[config.mk]
export PLATFORM = sky130hd
export DESIGN_NAME = hp48_bus_ctrl_flat
export DESIGN_NICKNAME = d
export VERILOG_FILES = /design/src/rtl/hp48_bus_ctrl_if.sv /design/src/rtl/hp48_bus_ctrl.sv /design/src/flat_wrapper.sv
export SDC_FILE = /design/constraint.sdc
export NUM_CORES = 1
export LEC_CHECK = 0
export CORE_AREA = 8 8 101 112
export CTS_BUF_LIST = sky130_fd_sc_hd__clkbuf_8 sky130_fd_sc_hd__clkbuf_16
export DETAILED_ROUTE_END_ITERATION = 10
export DIE_AREA = 0 0 109 120
export GPL_TIMING_DRIVEN = 1
export PLACE_DENSITY = 0.73
export SLEW_MARGIN = 10
export SYNTH_ARGS = -nofsm -noshare
export SYNTH_HDL_FRONTEND = slang
export SYNTH_SLANG_ARGS = --single-unit
[constraint.sdc]
create_clock -name strobe -period 2.6 [get_ports strobe]
set_input_delay 0.26 -clock strobe [delete_from_list [all_inputs] [get_ports strobe]]
set_output_delay 0.26 -clock strobe [all_outputs]
set_load 0.01 [all_outputs]
[src/rtl/hp48_bus_ctrl_if.sv]
// hp48_bus_ctrl_if: CPU-side bus and device-side signals of the HP48 bus controller.
interface hp48_bus_ctrl_if #(
    parameter int NUM_DEV = 3,
    parameter int ADDR_W  = 20
);
    logic [ADDR_W-1:0]    address;
    logic [3:0]           command;
    logic [4*NUM_DEV-1:0] dev_nibble_in;
    logic [NUM_DEV-1:0]   dev_sel;
    logic [3:0]           nibble_out;
    logic                 daisy_out;
    logic                 bus_error;
    modport master (
        output address, command, dev_nibble_in,
        input  dev_sel, nibble_out, daisy_out, bus_error
    );
    modport slave (
        input  address, command, dev_nibble_in,
        output dev_sel, nibble_out, daisy_out, bus_error
    );
endinterface

[src/rtl/hp48_bus_ctrl.sv]
// hp48_bus_ctrl: Saturn-style bus controller with daisy-chained device configuration.
// Define HP48_BUS_ERR_EN to build the registered bus_error flag; otherwise bus_error is tied low.
module hp48_bus_ctrl #(
    parameter int NUM_DEV = 3,
    parameter int ADDR_W  = 20
) (
    input logic             strobe,
    input logic             reset,
    hp48_bus_ctrl_if.slave  bus
);
    localparam int NC = NUM_DEV - 1;
    localparam logic [3:0] CMD_PC_READ  = 4'h2;
    localparam logic [3:0] CMD_DP_READ  = 4'h3;
    localparam logic [3:0] CMD_DP_WRITE = 4'h5;
    localparam logic [3:0] CMD_CONFIG   = 4'h8;
    localparam logic [3:0] CMD_UNCONFIG = 4'h9;
    localparam logic [3:0] CMD_RESET    = 4'hC;
    localparam logic [NUM_DEV-1:0] FALLBACK = {1'b1, {NC{1'b0}}};

    typedef enum logic [1:0] {UNCFG, SIZED, CONFIGURED} dev_state_t;

    dev_state_t         st_q [NC];
    dev_state_t         st_d [NC];
    logic [ADDR_W-1:0]  mask_q [NC];
    logic [ADDR_W-1:0]  mask_d [NC];
    logic [ADDR_W-1:0]  base_q [NC];
    logic [ADDR_W-1:0]  base_d [NC];
    logic [NUM_DEV-1:0] sel_q, sel_d, match, sel_oh;
    logic [3:0]         nib;
    logic               daisy, done;

    always_comb begin
        match     = '0;
        match[NC] = 1'b1;
        daisy     = 1'b1;
        for (int i = 0; i < NC; i++) begin
            match[i] = st_q[i] == CONFIGURED && (bus.address & mask_q[i]) == base_q[i];
            daisy    = daisy & (st_q[i] == CONFIGURED);
        end
        sel_oh = match & -match;
    end

    always_comb begin
        st_d   = st_q;
        mask_d = mask_q;
        base_d = base_q;
        sel_d  = sel_q;
        done   = 1'b0;
        if (bus.command == CMD_PC_READ || bus.command == CMD_DP_READ || bus.command == CMD_DP_WRITE) begin
            sel_d = sel_oh;
        end else if (bus.command == CMD_CONFIG) begin
            // With every device configured the loop finds no target, so CONFIGURE is a no-op.
            for (int i = 0; i < NC; i++) begin
                if (!done && st_q[i] != CONFIGURED) begin
                    done = 1'b1;
                    if (st_q[i] == UNCFG) begin
                        st_d[i]   = SIZED;
                        mask_d[i] = bus.address;
                    end else begin
                        st_d[i]   = CONFIGURED;
                        base_d[i] = bus.address & mask_q[i];
                    end
                end
            end
        end else if (bus.command == CMD_UNCONFIG) begin
            for (int i = 0; i < NC; i++) begin
                if (!done && match[i]) begin
                    done    = 1'b1;
                    st_d[i] = UNCFG;
                end
            end
        end else if (bus.command == CMD_RESET) begin
            for (int i = 0; i < NC; i++) begin
                st_d[i]   = UNCFG;
                mask_d[i] = '0;
                base_d[i] = '0;
            end
        end
    end

    always_ff @(posedge strobe or negedge reset) begin
        if (!reset) begin
            for (int i = 0; i < NC; i++) begin
                st_q[i]   <= UNCFG;
                mask_q[i] <= '0;
                base_q[i] <= '0;
            end
            sel_q <= FALLBACK;
        end else begin
            st_q   <= st_d;
            mask_q <= mask_d;
            base_q <= base_d;
            sel_q  <= sel_d;
        end
    end

    always_comb begin
        nib = '0;
        for (int i = 0; i < NUM_DEV; i++)
            nib = nib | (bus.dev_nibble_in[4*i +: 4] & {4{sel_q[i]}});
    end

    assign bus.dev_sel    = sel_q;
    assign bus.nibble_out = nib;
    assign bus.daisy_out  = daisy;

`ifdef HP48_BUS_ERR_EN
    logic err_q, err_d;
    assign err_d = (bus.command == CMD_DP_WRITE && sel_oh[NC]) || (bus.command == CMD_CONFIG && daisy);
    always_ff @(posedge strobe or negedge reset) begin
        if (!reset) err_q <= 1'b0;
        else        err_q <= err_d;
    end
    assign bus.bus_error = err_q;
`else
    assign bus.bus_error = 1'b0;
`endif
endmodule
[src/flat_wrapper.sv]
// flat-port wrapper written by rule: the top's interface ports become plain ports
module hp48_bus_ctrl_flat 
#(
    parameter int NUM_DEV = 3,
    parameter int ADDR_W  = 20
)
  (strobe, reset, bus_address, bus_command, bus_dev_nibble_in, bus_dev_sel, bus_nibble_out, bus_daisy_out, bus_bus_error);
  hp48_bus_ctrl_if #(.NUM_DEV(NUM_DEV), .ADDR_W(ADDR_W)) bus_i ();
  input logic strobe;
  input logic reset;
  input wire logic [$bits(bus_i.address)-1:0] bus_address;
  input wire logic [$bits(bus_i.command)-1:0] bus_command;
  input wire logic [$bits(bus_i.dev_nibble_in)-1:0] bus_dev_nibble_in;
  output wire logic [$bits(bus_i.dev_sel)-1:0] bus_dev_sel;
  output wire logic [$bits(bus_i.nibble_out)-1:0] bus_nibble_out;
  output wire logic [$bits(bus_i.daisy_out)-1:0] bus_daisy_out;
  output wire logic [$bits(bus_i.bus_error)-1:0] bus_bus_error;
  assign bus_i.address = bus_address;
  assign bus_i.command = bus_command;
  assign bus_i.dev_nibble_in = bus_dev_nibble_in;
  assign bus_dev_sel = bus_i.dev_sel;
  assign bus_nibble_out = bus_i.nibble_out;
  assign bus_daisy_out = bus_i.daisy_out;
  assign bus_bus_error = bus_i.bus_error;
  hp48_bus_ctrl #(.NUM_DEV(NUM_DEV), .ADDR_W(ADDR_W)) u_core (.strobe(strobe), .reset(reset), .bus(bus_i));
endmodule
==> metrics.md, run 1 <==
| Metric | Value |
|---|---|
| Setup repair after global routing missed its margin | `false` |
| Yosys top cell area share | `52.1%` |
| Top-count cell post-synth | `nand2_1` |
| Ys Warns | `0` |
| Post-DRT Antenna Nets | `0` |
| Routed vias | `3433` |
| CTS tree | `built` |
| Dominant synthesized flop cell | `dfrtp_1` |
| Syn avg cell area | `9.02 um2` |
| Initial Util | `43.2%` |
| DP HPWL | `6.97 mm` |
| CP top delay family | `buffers and inverters` |
| Max-cap viol count | `0` |
| Final Hold Viols | `0` |
| IO Port Bufs | `45` |
| Layout cells sized above 1 | `7.66%` |
| Pwr per Cell Area | `546 nW/um2` |
| Post-synth EDFFs | `0` |
| Global-route wire length before repair | `16.9 mm` |
| CP endpoint kind | `primary output` |
| Psw | `0.703 mW` |
| Clock Sinks | `87` |
| Slowest stage cell, crit path | `clkdlybuf4s50_1` |
| Via-to-Cell Ratio | `5.46` |
| CP Data Required Time | `2340 ps` |
| Final non-filler cell total | `629` |
| Inst Count DP | `612` |
| Synth top area cells | `dfrtp_1 (52%), nand2_1 (11%), o21ai_0 (7.8%), a22o_1 (4.2%), xor2_1 (3.6%)` |
| Final setup violation count | `0` |
| Post-Syn Area | `4130 um2` |
| Worst path buffer plus inverter count | `1` |
| DRT iter0 DRCs | `212` |
| Filler instances | `893` |
| Post-Place Cell Area | `4770 um2` |
| Worst-path cell chain | `nand2b_1 -> nor3_1 -> clkdlybuf4s50_1` |
| Cells after Synth | `458` |
| Clk pwr share | `34.8%` |
| Crit Path Max Fanout | `7` |
| Area growth from synthesis to layout | `20.5%` |
| Worst setup SP type | `flop` |
| Sequential share of power | `53.1%` |
| CTS Buf Count | `9` |
| Critical Path Start | `u_core.st_q[2]` |
| Switching share of power | `25.9%` |
| Clock skew | `11.8 ps` |
| Clock tree buffer depth | `2` |
| Reg area | `2180 um2` |
| Worst slew pin tran | `585 ps` |
| Synth area leader | `dfrtp_1` |
| Num rows | `38` |
| Final worst path period share | `81.2%` |
| Die Width | `109 um` |
| Pins over their slew limit | `0` |
| Peak supply drop | `0.376 mV` |
| Global route total overflow | `0` |
| Die ar. | `13100 um2` |
| Maximum clock frequency | `473 MHz` |
| Setup_tns | `0 ps` |
| RePlAce Congestion | `0.774` |
| Largest net degree at the start of global routing | `57` |
| Worst r2r src | `u_core.mask_q[25]` |
| Routed wire length | `10.0 mm` |
| Hold Slack | `378 ps` |
| Post-CTS Setup Inserts | `0` |
| Synth Register Bits | `87` |
| Initial antenna violation count | `0` |
| Combinational share of power | `12.1%` |
| IO Count | `47` |
| Clock slew at reported path FFs | `90 ps` |
| Clock Tree Root | `clkbuf_8` |
| Post-synth net total | `496` |
| Clock Latency Late Sink | `360 ps` |
| Static leakage | `2.17 nW` |
| Antenna diode instance count | `0` |
| Ys async rst share | `100%` |
| Iteration count of the initial detailed-routing pass | `5` |
| Minimum clock period | `2110 ps` |
| Synth top cells by count | `nand2_1 (122), dfrtp_1 (86), o21ai_0 (64)` |
| Slowest stage delay, CP | `580 ps` |
| WS Path Type | `reg2out` |
| Power Internal | `2.02 mW` |
| Final #Nets | `542` |
| Vias in the first global route | `3429` |
| DRC violations left | `0` |
| Finished Cell Area | `4980 um2` |
| Outcome | `complete, no violations` |
| Slew margin rel. | `60.9%` |
| Multi-input logic area | `1870 um2` |
| Core footprint | `9560 um2` |
| Sequential fraction of the synthesis area | `52.7%` |
| Die height | `120 um` |
| Yosys cell types | `40` |
| CTS HTree Levels | `3` |
| WL/cell | `16.0 um` |
| Total GRT Usage | `16.3%` |
| Worst min path class | `in2async` |
| CP arrival | `1850 ps` |
==> timing repair <==
action	4_1_cts	5_1_grt
hold buffers	1	0
setup endpoints to repair	0	0
gates resized for setup	0	0
hold endpoints to repair	31	0
==> metrics by stage <==
stage | worst slack (ps) | total power, mW | util (%)
after floorplan | 773 | 1.60 | -
final | 488 | 2.72 | 52.1
after detailed placement | 207 | 1.80 | 49.9
after CTS | 480 | 2.74 | 52.1
after global routing | 357 | 2.84 | 52.1
after global placement | 244 | 1.79 | 49.9
==> cells in the final DEF, fill, tap and decap left out, types with 10 or more instances in the layout <==
cell type / count
clkbuf_8: 10
nor2_1: 29
xor2_1: 17
dfrtp_1: 86
and3_1: 11
a22o_1: 20
nand2_1: 122
a21oi_1: 20
o21ai_0: 61
clkdlybuf4s50_1: 44
==> worst paths after layout <==
check | to | slack [ps] | cells after the start
hold reg to reg | u_core.base_q[36] | 510 | 2
max in group asynchronous | u_core.bus.dev_sel[2] | 1540 | 3
hold / removal | u_core.mask_q[21] | 380 | 2
setup reg to reg | u_core.bus.dev_sel[2] | 610 | 6
setup / recovery | bus_daisy_out | 490 | 3
min in group strobe | u_core.base_q[36] | 510 | 2
==> cell type report <==
class | instances | area share [%]
timing repair buffer | 55 | 11.1
multi-input combinational | 343 | 37.6
inverter | 8 | 0.603
sequential | 87 | 43.8
clock buffer | 10 | 2.76
tap | 120 | 3.02
clock inverter | 6 | 1.23
==> power groups by stage <==
stage	clock network, mW	registers [mW]	logic (mW)
6_report	0.946	1.44	0.328
5_1_grt	1.02	1.45	0.364
4_1_cts	0.966	1.44	0.333
3_5_place_dp	0	1.47	0.331
3_3_place_gp	0	1.47	0.324
2_1_floorplan	0	1.46	0.141
==> logic make-up after synthesis <==
| group | after synthesis | synth area share [%] |
|---|---|---|
| xor gates and xnor gates | 20 | 4.24 |
| other | 1 | 0.0908 |
| buffers and inverters | 28 | 2.63 |
| and+or+nand+nor | 188 | 19.9 |
| DFF | 87 | 52.7 |
| muxes | 4 | 1.06 |
| AOI/OAI and AO/OA | 130 | 19.4 |
==> worst register-to-register path: stages, from the launching register on <==
cell and delay [ps]:
dfrtp_1 410, a21oi_1 140, o22ai_1 110, or4_4 570
nor4_4 340, nor2_1 70, mux2_2 270
==> layer usage <==
metal,vias to the layer above,global-route usage (%),share of wire (%),wire length [um]
li1,1682,-,-,-
met1,1651,20.9,45,4530
met5,-,0,0,0
met3,15,2.57,5.1,515
met4,0,6.43,1.9,193
met2,85,26.7,48,4800
==> flip-flops by register name, summed over array words and instances, names as in the netlist <==
| register | flops |
|---|---|
| u_core.base_q | 40 |
| u_core.mask_q | 40 |
| u_core.st_q | 4 |
| u_core.bus.dev_sel | 3 |
(Power assumes the default switching activity.)
==> run 2, diff against run 1 <==
PLACE_DENSITY = 0.75   (was 0.73)
clock period = 1.7 ns   (was 2.6 ns; I/O delays follow)
==> metrics.md, run 2 (synthesis gave the netlist of run 1 again) <==
| Metric | Value |
|---|---|
| Clock skew | `7.11 ps (-4.71 ps)` |
| Clock Latency Late Sink | `360 ps (about the same)` |
| DP HPWL | `7.54 mm (+8.2%)` |
| Outcome | `finished with violations` |
| Routed vias | `3683 (+7.3%)` |
| Num rows | `38 (unchanged)` |
| Via-to-Cell Ratio | `5.46 (+0.12%)` |
| Layout cells sized above 1 | `17.0% (+9.3 points)` |
| Antenna diode instance count | `0 (unchanged)` |
| CP Data Required Time | `1950 ps (-390 ps)` |
| Top Registers | `u_core.base_q (40), u_core.mask_q (40), u_core.st_q (4)` |
| Static leakage | `2.45 nW (+13%)` |
| Final worst slack | `-243 ps (-730 ps)` |
| Slowest stage cell, crit path | `dfrtp_1` |
| Final worst path period share | `114%` |
| Worst setup SP type | `flop` |
| Initial antenna violation count | `0 (unchanged)` |
| GR Layer Usage met1 | `20.5% (-0.34 points)` |
| CTS HTree Levels | `3 (unchanged)` |
| Worst r2r src | `u_core.mask_q[13]` |
| Global route total overflow | `0 (unchanged)` |
| Maximum clock frequency | `515 MHz` |
| Worst R2R Path Depth | `7 (+1)` |
| Die Width | `109 um (unchanged)` |
| Met2 Track Usage GR | `27.4% (+0.68 points)` |
| GRT Max-Usage Layer | `met2` |
| Routed wire length | `10.6 mm (+5.1%)` |
| Commonest non-fill, non-tap cell in the layout | `nand2_1` |
| Area growth from synthesis to layout | `31.3%` |
| DRC violations left | `0 (unchanged)` |
| DRT iter0 DRCs | `228 (+7.5%)` |
| Critical Path Start | `u_core.mask_q[13]` |
| Die ar. | `13100 um2 (unchanged)` |
| Slowest stage delay, CP | `410 ps (-170 ps)` |
| WL/cell | `15.7 um (-1.9%)` |
| Total power | `4.41 mW (+62%)` |
| IO Count | `47 (unchanged)` |
| Reg2reg end | `u_core.st_q[1]` |
| IO Port Bufs | `45 (unchanged)` |
| Total GRT Usage | `16.7% (+0.42 points)` |
| Clock slew at reported path FFs | `90 ps (about the same)` |
| Worst min path class | `in2async` |
| Peak supply drop | `0.548 mV (+46%)` |
| Clock Tree Root | `clkbuf_8` |
| Global-route wire length before repair | `17.3 mm (+2.3%)` |
| Setup repair after global routing missed its margin | `true` |
| Commonest cells after routing, fill and taps aside | `nand2_1 (122), dfrtp_1 (85), o21ai_0 (61), buf_4 (47), clkdlybuf4s50_1 (39)` |
| Crit Path Max Fanout | `3 (-4)` |
| CP endpoint kind | `flop` |
| Final #Nets | `587 (+8.3%)` |
| RePlAce Congestion | `0.837 (+8.1%)` |
| Initial Util | `43.2% (unchanged)` |
| Inst Count DP | `654 (+6.9%)` |
| Flop2flop setup slack | `-240 ps (-850 ps)` |
| Minimum clock period | `1940 ps` |
| Final setup violation count | `6 (+6)` |
| CTS Buf Count | `9 (unchanged)` |
| Iteration count of the initial detailed-routing pass | `5 (unchanged)` |
| CP arrival | `2190 ps (+340 ps)` |
| Final Hold Viols | `0 (unchanged)` |
| Max-cap viol count | `0 (unchanged)` |
| CTS tree | `built` |
| Failing checks | `setup timing` |
| Final non-filler cell total | `674 (+7.2%)` |
| GR Layer Usage met3 | `3.16% (+0.59 points)` |
| WS Path Type | `reg2reg` |
| Vias in the first global route | `3702 (+8.0%)` |
| Core footprint | `9560 um2 (unchanged)` |
| Clock tree buffer depth | `2 (unchanged)` |
| Pwr per Cell Area | `813 nW/um2 (+49%)` |
| Pins over their slew limit | `0 (unchanged)` |
| Slew margin rel. | `59.8% (-1.1 points)` |
| Worst slew pin tran | `603 ps (+17.9 ps)` |
| Worst-path cell chain | `and3b_1 -> a211oi_2 -> buf_4 -> nand4_1 -> nor4_4 -> nand2b_1 -> a41o_1` |
| Largest net degree at the start of global routing | `47 (-18%)` |
| Die height | `120 um (unchanged)` |
| Post-DRT Antenna Nets | `0 (unchanged)` |
| Clock Sinks | `87 (unchanged)` |
[run 2: cell count changes in the layout (fill, tap and decap cells not counted), moves of 2 or more]
cell / previous run / this run
mux2_2: 3 / 1
buf_4: 8 / 47
a21oi_2: 0 / 2
clkinv_4: 0 / 2
mux2_4: 0 / 2
o21ai_4: 2 / 0
clkinvlp_4: 3 / 0
clkdlybuf4s50_1: 44 / 39
clkbuf_2: 0 / 2
a21oi_1: 20 / 18
buf_12: 2 / 7
buf_6: 0 / 2
o21ai_2: 1 / 3
[run 2: worst max-delay path by stage]
stage / cells after the start / end
floorplan: 6 / u_core.st_q[1]
global placement: 7 / u_core.bus.dev_sel[2]
detailed placement: 8 / u_core.st_q[1]
CTS: 7 / u_core.st_q[1]
global route: 7 / u_core.st_q[1]
finish: 7 / u_core.st_q[1]
[run 2: layer usage]
layer / part of all wire, % / vias to the layer above
li1: - / 1771
met1: 43 / 1782
met2: 49 / 110
met3: 5.4 / 20
met4: 2.5 / 0
met5: 0 / -
[run 2: area by class of cell]
class / count / area [um2]
fillers: 831 / 4130
well taps: 120 / 150
flip-flops and latches: 87 / 2180
clock inverters: 7 / 96.3
multi-input cells: 343 / 1900
clock buffers: 9 / 124
repair buffers: 100 / 948
inverters: 8 / 30.0
[run 2: where the power goes]
group	internal [mW]	switching, mW	total [mW]
clock	0.833	0.759	1.59
combinational	0.320	0.309	0.629
sequential	2.13	0.0543	2.19
total	3.29	1.12	4.41
[run 2: timing repair]
| item | in CTS | in global routing |
|---|---|---|
| hold endpoints to repair | 42 | 0 |
| hold buffers | 1 | 0 |
| setup buffers | 2 | 1 |
| gates resized for setup | 13 | 11 |
| pin swaps | 3 | 3 |
| endpoints found under the setup margin | 10 | 11 |
[run 2: critical path, delay by kind of cell (launching register included)]
family                 cells  cell delay, ps
DFF                        1             410
AOI/OAI and AO/OA          2             460
and+or+nand+nor            4             840
buffers and inverters      1             140
[run 2: per-stage QoR]
step	hold WS, ps	worst slack, ps	TNS (ps)	utilization, %	instance area, um2
finish	358	-243	-891	56.8	5430
detailed placement	215	-502	-6920	53.8	5140
CTS	371	-212	-794	56.5	5400
global route	396	-288	-1450	56.8	5430
floorplan	-126	2.72	0	-	4140
global placement	204	-425	-7410	53.8	5140
